<file path="src/rtl/baccarat_pkg.sv">
// Shared types for the baccarat round controller: FSM states, wager side codes, result codes.
package baccarat_pkg;

  typedef enum logic [2:0] {
    ST_BET,
    ST_DEAL,
    ST_SETTLE,
    ST_SHOW,
    ST_BROKE,
    ST_ERR
  } state_t;

  localparam logic [1:0] SIDE_PLAYER = 2'd1;
  localparam logic [1:0] SIDE_BANKER = 2'd2;
  localparam logic [1:0] SIDE_TIE    = 2'd3;

  localparam logic [1:0] RES_NONE   = 2'b00;
  localparam logic [1:0] RES_PLAYER = 2'b01;
  localparam logic [1:0] RES_BANKER = 2'b10;
  localparam logic [1:0] RES_TIE    = 2'b11;

endpackage

</file>
<file path="src/rtl/baccarat_payout.sv">
// Combinational settlement: returns the saturated bankroll after crediting a finished round.
// Optional macro BANKER_COMMISSION_EN takes a ~5% floor commission off winning banker bets.
module baccarat_payout
  import baccarat_pkg::*;
#(
  parameter int BANK_W = 16
) (
  input  logic [1:0]        side,
  input  logic [7:0]        amt,
  input  logic [1:0]        result,
  input  logic [BANK_W-1:0] bankroll,
  output logic [BANK_W-1:0] new_bankroll
);

  localparam int WW = BANK_W + 4;
  localparam logic [WW-1:0] BANK_MAX = WW'({BANK_W{1'b1}});

  logic [WW-1:0] amt_w, banker_credit, credit, sum;

  always_comb begin
    amt_w = WW'(amt);
`ifdef BANKER_COMMISSION_EN
    banker_credit = (amt_w << 1) - ((amt_w * WW'(13)) >> 8);
`else
    banker_credit = amt_w << 1;
`endif
    credit = '0;
    if (result == RES_TIE)
      // Player/banker bets push on a tie: stake comes back.
      credit = (side == SIDE_TIE) ? (amt_w * WW'(9)) : amt_w;
    else if (side == SIDE_PLAYER && result == RES_PLAYER)
      credit = amt_w << 1;
    else if (side == SIDE_BANKER && result == RES_BANKER)
      credit = banker_credit;
    sum = WW'(bankroll) + credit;
    new_bankroll = (sum > BANK_MAX) ? {BANK_W{1'b1}} : sum[BANK_W-1:0];
  end

endmodule

</file>
<file path="src/rtl/baccarat_round_ctrl.sv">
// Round controller above the card-dealing FSM: takes wagers, meters deal steps, settles bankroll.
// Optional macro BANKER_COMMISSION_EN (see baccarat_payout) enables banker commission.
module baccarat_round_ctrl
  import baccarat_pkg::*;
#(
  parameter int BANK_W    = 16,
  parameter int INIT_BANK = 1000,
  parameter int MAX_BET   = 100,
  parameter int MAX_STEPS = 12,
  parameter int CNT_W     = 8
) (
  input  logic              slow_clock,
  input  logic              resetb,
  input  logic              bet_valid,
  input  logic [1:0]        bet_side,
  input  logic [7:0]        bet_amt,
  input  logic              step_req,
  input  logic              player_win_light,
  input  logic              dealer_win_light,
  output logic              deal_resetb,
  output logic              dealer_step,
  output logic              bet_ack,
  output logic              bet_reject,
  output logic [BANK_W-1:0] bankroll,
  output logic [1:0]        last_result,
  output logic              result_valid,
  output logic [CNT_W-1:0]  player_wins,
  output logic [CNT_W-1:0]  dealer_wins,
  output logic [CNT_W-1:0]  ties,
  output logic [CNT_W-1:0]  rounds,
  output logic              broke,
  output logic              error
);

  localparam int SC_W = $clog2(MAX_STEPS + 1);

  state_t            state;
  logic [1:0]        side_q, res_q;
  logic [7:0]        amt_q;
  logic [SC_W-1:0]   step_cnt;
  logic [BANK_W-1:0] settled_bank;
  logic              bet_legal;

  assign bet_legal = (bet_side != 2'd0) && (bet_amt != 8'd0) &&
                     (bet_amt <= 8'(MAX_BET)) && (BANK_W'(bet_amt) <= bankroll);

  baccarat_payout #(.BANK_W(BANK_W)) u_payout (
    .side        (side_q),
    .amt         (amt_q),
    .result      (res_q),
    .bankroll    (bankroll),
    .new_bankroll(settled_bank)
  );

  always_ff @(posedge slow_clock) begin
    if (!resetb) begin
      state        <= ST_BET;
      bankroll     <= BANK_W'(INIT_BANK);
      side_q       <= '0;
      amt_q        <= '0;
      res_q        <= RES_NONE;
      step_cnt     <= '0;
      last_result  <= RES_NONE;
      player_wins  <= '0;
      dealer_wins  <= '0;
      ties         <= '0;
      rounds       <= '0;
      deal_resetb  <= 1'b0;
      dealer_step  <= 1'b0;
      bet_ack      <= 1'b0;
      bet_reject   <= 1'b0;
      result_valid <= 1'b0;
      broke        <= 1'b0;
      error        <= 1'b0;
    end else begin
      bet_ack      <= 1'b0;
      bet_reject   <= 1'b0;
      dealer_step  <= 1'b0;
      result_valid <= 1'b0;
      case (state)
        ST_BET: begin
          if (bankroll == '0) begin
            state <= ST_BROKE;
            broke <= 1'b1;
          end else if (bet_valid) begin
            if (bet_legal) begin
              bet_ack     <= 1'b1;
              bankroll    <= bankroll - BANK_W'(bet_amt);
              side_q      <= bet_side;
              amt_q       <= bet_amt;
              step_cnt    <= '0;
              deal_resetb <= 1'b1;
              state       <= ST_DEAL;
            end else begin
              bet_reject <= 1'b1;
            end
          end
        end
        ST_DEAL: begin
          // Lights win over a same-cycle step request, which is dropped.
          if (player_win_light || dealer_win_light) begin
            res_q       <= {dealer_win_light, player_win_light};
            deal_resetb <= 1'b0;
            state       <= ST_SETTLE;
          end else if (step_cnt == SC_W'(MAX_STEPS)) begin
            deal_resetb <= 1'b0;
            error       <= 1'b1;
            state       <= ST_ERR;
          end else if (step_req && !dealer_step) begin
            dealer_step <= 1'b1;
            step_cnt    <= step_cnt + 1'b1;
          end
        end
        ST_SETTLE: begin
          bankroll     <= settled_bank;
          last_result  <= res_q;
          result_valid <= 1'b1;
          if (rounds != '1) rounds <= rounds + 1'b1;
          case (res_q)
            RES_PLAYER: if (player_wins != '1) player_wins <= player_wins + 1'b1;
            RES_BANKER: if (dealer_wins != '1) dealer_wins <= dealer_wins + 1'b1;
            RES_TIE:    if (ties != '1) ties <= ties + 1'b1;
            default: ;
          endcase
          state <= ST_SHOW;
        end
        ST_SHOW: if (step_req) state <= ST_BET;
        ST_BROKE, ST_ERR: ;
        default: state <= ST_BET;
      endcase
    end
  end

endmodule
</file>
<file path="config.mk">
export PLATFORM = sky130hd
export DESIGN_NAME = baccarat_round_ctrl
export DESIGN_NICKNAME = d
export VERILOG_FILES = /design/src/rtl/baccarat_pkg.sv /design/src/rtl/baccarat_payout.sv /design/src/rtl/baccarat_round_ctrl.sv
export SDC_FILE = /design/constraint.sdc
export NUM_CORES = 1
export LEC_CHECK = 0
export BUFFER_PORTS_ARGS = -buffer_cell sky130_fd_sc_hd__buf_2
export CORE_MARGIN = 5
export CORE_UTILIZATION = 52
export DETAILED_ROUTE_END_ITERATION = 10
export PLACE_DENSITY_LB_ADDON = 0.08
export SLEW_MARGIN = 40
export SYNTH_ARGS = -nofsm -noshare
export SYNTH_HDL_FRONTEND = slang
export SYNTH_SLANG_ARGS = --single-unit
</file>
<file path="constraint.sdc">
create_clock -name slow_clock -period 4 [get_ports slow_clock]
set_input_delay 0.6 -clock slow_clock [delete_from_list [all_inputs] [get_ports slow_clock]]
set_output_delay 0.6 -clock slow_clock [all_outputs]
set_load 0.01 [all_outputs]
</file>
# Word-level counts from Yosys, hierarchy flattened
# Index checks and enable logic that the tools add are counted.
[word_totals]
in_bits = 16
out_inout_bits = 57
regBits = 76
elab_cells = 124
[classes]
mux = 33
n_reduce_logical = 29
n_addsub = 7
eq_ne = 26
multipliers = 1
n_lt_le_gt_ge = 3
bitwise = 7
[ops]
columns = ["cell", "count"]
rows = [
  ["$mux 16", 4],
  ["$mux 20", 2],
  ["$add 8x1->8 const B", 4],
  ["$ne 8x8->1 const B", 4],
  ["$pmux 16 s2", 1],
  ["$mux 4", 6],
  ["$add 16x20->20", 1],
  ["$gt 20x16->1 const B", 1],
  ["$mux 3", 6],
  ["$le 8x16->1", 1],
  ["$logic_not 16->1", 1],
  ["$sub 16x8->16", 1],
  ["$pmux 3 s5", 1],
  ["$ne 2x2->1 const B", 7],
  ["$mul 8x4->12 const B", 1],
  ["$mux 12", 1],
  ["$reduce_and 3->1", 4],
  ["$reduce_and 5->1", 2],
  ["$mux 1", 9],
  ["$mux 9", 1],
  ["$ne 3x3->1 const B", 3],
  ["$eq 2x2->1 const B", 4],
  ["$le 8x7->1 const B", 1],
  ["$pmux 4 s2", 1],
  ["other kinds (19)", 39],
]

# Depth between registers and ports, before layout
[logic_depth]
ltp_word = 9
mapped_depth = 17
mapped_depth_nobuf = 17

# Modules after synthesis
# From an unflattened synthesis, not the netlist that was laid out.
[hier_totals]
hier_cells = 654
area_unflattened_um2 = 5272.6
[modules_own_cells]
columns = ["module", "seq_area_each_um2", "n_inst", "area_per_inst_um2", "cells_each"]
rows = [
  ["baccarat_round_ctrl", 1521.5, 1, 3902.5, 455],
  ["baccarat_payout", 0.0, 1, 1370.1, 199],
]

# Least setup slack after synthesis
# No wires, ideal clock.
[synth_timing]
path_kind = "register to register"
start = "register amt_q[4]"
end = "register bankroll[4]"
required_ns = 3.930
arrival_time_ns = 3.646
setup_time_ns = 0.070
slack_ns = 0.284
n_path_buf = 1
period_less_slack_ns = 3.716
stages_incl_launch_ff = 18
cell_sequence = "dfxtp_1 ha_1 ha_1 fa_1 a21o_1 a21oi_1 nor2b_1 o21ai_0 xor2_1 nor2_1 ha_1 and4_1 nand2_1 nor3b_1 or3_1 clkbuf_1 o221ai_1 a21oi_1"
[synth_via]
elab_chain_len = 7
elab_cells_between_ends = 9
cone_classes = "1 x add/sub; 1 x mul; 1 x order compare; 6 x mux"
[synth_rtl]
columns = ["item", "line_no", "text"]
rows = [
  ["from (decl)", "baccarat_round_ctrl.sv:39", "logic [7:0] amt_q;"],
  ["from (signal assigned)", "baccarat_round_ctrl.sv:90", "amt_q <= bet_amt;"],
  ["$mul 8x4->12 or $mux 9 (tied branches)", "baccarat_payout.sv:30, baccarat_payout.sv:33", ""],
  ["$mux 12 or $mux 20 (tied branches)", "baccarat_payout.sv:30, baccarat_payout.sv:31", ""],
  ["$mux 20 *", "baccarat_payout.sv:28", "if (result == RES_TIE)"],
  ["$add 16x20->20 *", "baccarat_payout.sv:35", "sum = WW'(bankroll) + credit;"],
  ["$gt 20x16->1", "baccarat_payout.sv:36", "new_bankroll = (sum > BANK_MAX) ? {BANK_W{1'b1}} : sum[BANK_W-1:0];"],
  ["$mux 16 *", "baccarat_payout.sv:36", ""],
  ["$pmux 16 s2 *", "baccarat_round_ctrl.sv:80", "case (state)"],
  ["to (signal assigned)", "baccarat_round_ctrl.sv:58", "bankroll <= BANK_W'(INIT_BANK);"],
  ["to (signal assigned)", "baccarat_round_ctrl.sv:88", "bankroll <= bankroll - BANK_W'(bet_amt);"],
  ["to (signal assigned)", "baccarat_round_ctrl.sv:115", "bankroll <= settled_bank;"],
  ["to (decl)", "baccarat_round_ctrl.sv:24", "output logic [BANK_W-1:0] bankroll,"],
]
# Every way passes the cells marked *; elsewhere a longest branch is shown, timed or not.
# A chain may end at the register's enable or synchronous reset.

# Worst setup path after layout
[layout_timing]
start = "register amt_q[1]"
end = "register bankroll[13]"
# The elaborated chain is that of the path after synthesis.

==> impl_metrics.ini <==
[timing]
post-route-min-period_ns = 3.811
tightest_slew_ns = 0.8096
maxSlewHeadroom_pct = 45.89
timing.final.crit_share_pct = 95.29
layout_setup_ws_ns = 0.1885
slew_viol_final = 0
timing.fmax_mhz = 262.4
hold_violations = 0
fin_hold_ws_ns = 0.4570
fin_skew_ns = 0.01316
setup_viol = 0

[drt]
ant_nets = 0
wl_um = 13090
wl_met1_um = 5638
dr.pass1.iters = 5
avgViaCountPerCell = 5.930
wire_per_inst_um = 16.67
dr_wl_met3_um = 844
vias = 4655
top_layer_used = met4
drtIter0Drc = 189
drc = 0
wl_met2_um = 6125

[pwr]
p_leak_nw = 2.420
finalPower_mw = 2.524
vdd_drop_max_mv = 0.2022
p_per_area_nw_per_um2 = 448.9

[final_layout]
syn_to_final_growth_pct = 14.88
drive_above_1_share_pct = 18.40
fin_cells = 785
stdcell_area_um2 = 5622
fillers = 856
antenna_cells = 0
nNetsFinal = 724

[grt]
grt_pass1_vias = 4472
overflow = 0
antenna_found_initial = 0
grt_max_degree = 37
grt_pass1_wl_um = 21220
grt_usage_pct = 22.85

[clock_network]
tritoncts = done
cts_buffers = 9
cts_buffer_depth = 2
htreeDepth = 3
clk_pin_slew_ns = 0.08
root_buffer = clkbuf_8
clkLatencyLatePin_ns = 0.35
cts_hold_buf = 0
cts.sinks = 76

[die]
io_pins = 73
fp.dieH_um = 107.0
start_util_pct = 53.21
coreArea_um2 = 9196
die_w_um = 107.0
rows = 35
dieArea_um2 = 11450

[placement]
gp_congestion = 0.9003
postPlaceCellArea_um2 = 5330
dpl_worst_slack_ns = -0.02606
place_inst = 767
place_hpwl_um = 9827
io_buffer_count = 72

[worst_setup_path]
timing.rr.start = amt_q[1]
cp.arrival_ns = 4.06
critPathRequiredTime_ns = 4.24
max_stage_delay_ns = 0.40
crit_chain = ha_1 -> ha_1 -> fa_1 -> a21o_1 -> a21oi_2 -> nor2b_1 -> o21ai_1 -> xor2_1 -> nor2_1 -> ha_1 -> and4_1 -> nand2_1 -> nor3b_4 -> buf_4 -> nor3_4 -> o211ai_1 -> o221a_2
crit_type = register to register
regToRegEndpoint = bankroll[13]
crit_fanout = 6
cp-end-kind = register
setup.worst_path.start = amt_q[1]
ff2ff_path_depth = 17
r2r_slack_ns = 0.19
slowest_stage = fa_1
endpoint = bankroll[13]
cp_common_cell = ha_1
critPathLaunchType = register

[synth]
syn_nets = 654
syn_area_per_cell_um2 = 8.169
ys_types = 73
synth-seq-cells = 76
synth_edf_count = 0
synthFlopType = dfxtp_1
netlist.area_leader.share_pct = 31.09
synth_area_um2 = 4893
async_flop_share_pct = 0
synth_largest_area_cell = dfxtp_1
ys_seq_area_share_pct = 31.09
yosys_warnings = 0
syn_inst = 599
synth_area_leaders = dfxtp_1, ha_1, nand2_1, xor2_1, nor2_1

[min_path]
hold_class = register to register

[run_status]
status = finished clean

[run]
drv_cap = 0
layout by cell type (no fill, tap or decap), drive strengths merged, types with 9 or more instances in the layout:
cell | synthesis | routed
buf | 9 | 81
nor3 | 17 | 17
o21ai | 33 | 33
a21oi | 45 | 45
or3 | 9 | 9
nand4 | 16 | 16
xor2 | 29 | 29
clkbuf | 13 | 10
and3 | 9 | 9
dfxtp | 76 | 76
xnor2 | 16 | 16
mux2i | 9 | 9
nor2 | 68 | 68
nand3 | 17 | 17
a211oi | 9 | 9
nand2 | 71 | 71
inv | 21 | 20
ha | 36 | 36
synthesized netlist by cell type, types with 6 or more instances:
master    count
a211oi_1      8
a21o_1        8
a21oi_1      44
and3_1        9
clkbuf_1     13
dfxtp_1      76
ha_1         36
inv_1        21
mux2i_1       9
nand2_1      70
nand3_1      16
nand4_1      16
nor2_1       67
nor2b_1       6
nor3_1       15
o211ai_1      7
o21a_1        7
o21ai_0      29
or3_1         8
xnor2_1      16
xor2_1       29
metrics by stage:
stage	TNS, ns	utilization, %
3_5_place_dp	-0.02606	57.96
3_3_place_gp	0	57.96
2_1_floorplan	0	-
6_report	0	61.13
4_1_cts	0	60.63
5_1_grt	-0.01198	61.13
flip-flops by register name (all words and copies together) (netlist names):
| signal | count |
|---|---|
| state | 3 |
| broke | 1 |
| step_cnt | 4 |
| error | 1 |
| bet_ack | 1 |
| player_wins | 8 |
| rounds | 8 |
| bankroll | 16 |
| result_valid | 1 |
| ties | 8 |
| last_result | 2 |
| bet_reject | 1 |
| res_q | 2 |
| deal_resetb | 1 |
| amt_q | 8 |
| dealer_wins | 8 |
| dealer_step | 1 |
| side_q | 2 |
where the power goes:
group | switching [mW] | total (mW) | internal (mW)
logic | 0.500 | 0.842 | 0.342
clock network | 0.296 | 0.713 | 0.416
registers | 0.137 | 0.969 | 0.832
total | 0.933 | 2.52 | 1.59
per-layer routing:
layer,vias up,global-route usage (%)
li1,2291,-
met1,2175,28.56
met2,156,37.63
met3,33,5.057
met4,0,10.14
met5,-,0
worst max-delay path, delay by kind of cell, from the launching register on:
kind / cells / cell delay [ns]
buffers and inverters: 1 / 0.14
DFF: 1 / 0.34
xor gates and xnor gates: 1 / 0.16
adders and majority gates: 4 / 1.27
and+or+nand+nor: 6 / 0.87
AOI/OAI and AO/OA: 5 / 0.92
cells by family after synthesis:
family / count (synthesis) / synth area share, %
flip-flops: 76 / 31.09
buffers and inverters: 43 / 3.963
multiplexers: 9 / 1.841
adder cells (fa/ha/maj): 39 / 10.43
AND/OR/NAND/NOR: 245 / 25.44
XOR/XNOR: 45 / 8.054
AO/OA/AOI/OAI: 142 / 19.18
area by class of cell:
cell class,instances,area (um^2),share of cell area [%]
clock inverters,6,112.6,2.003
inverters,21,78.83,1.402
clock buffers,10,127.6,2.270
multi-input cells,480,3213,57.16
well taps,111,138.9,2.471
flip-flops and latches,76,1523,27.09
repair buffers,81,427.9,7.612
worst min path at each step:
| stage | to | cells past startpoint | slack, ns | startpoint |
|---|---|---|---|---|
| final | last_result[1] | 2 | 0.46 | last_result[1] |
| after global routing | last_result[1] | 2 | 0.47 | last_result[1] |
| after CTS | last_result[1] | 2 | 0.46 | last_result[1] |
| after detailed placement | last_result[1] | 2 | 0.45 | last_result[1] |
| after global placement | last_result[0] | 2 | 0.44 | last_result[0] |
| after floorplan | amt_q[0] | 2 | 0.46 | amt_q[0] |
what timing repair did:
action | in CTS | in global routing
gates cloned | 0 | 0
pin swaps | 0 | 2
resized for setup | 1 | 9
buffers inserted | 0 | 2
endpoints found under the setup margin | 1 | 16
Power figures use the tool's default switching activity.
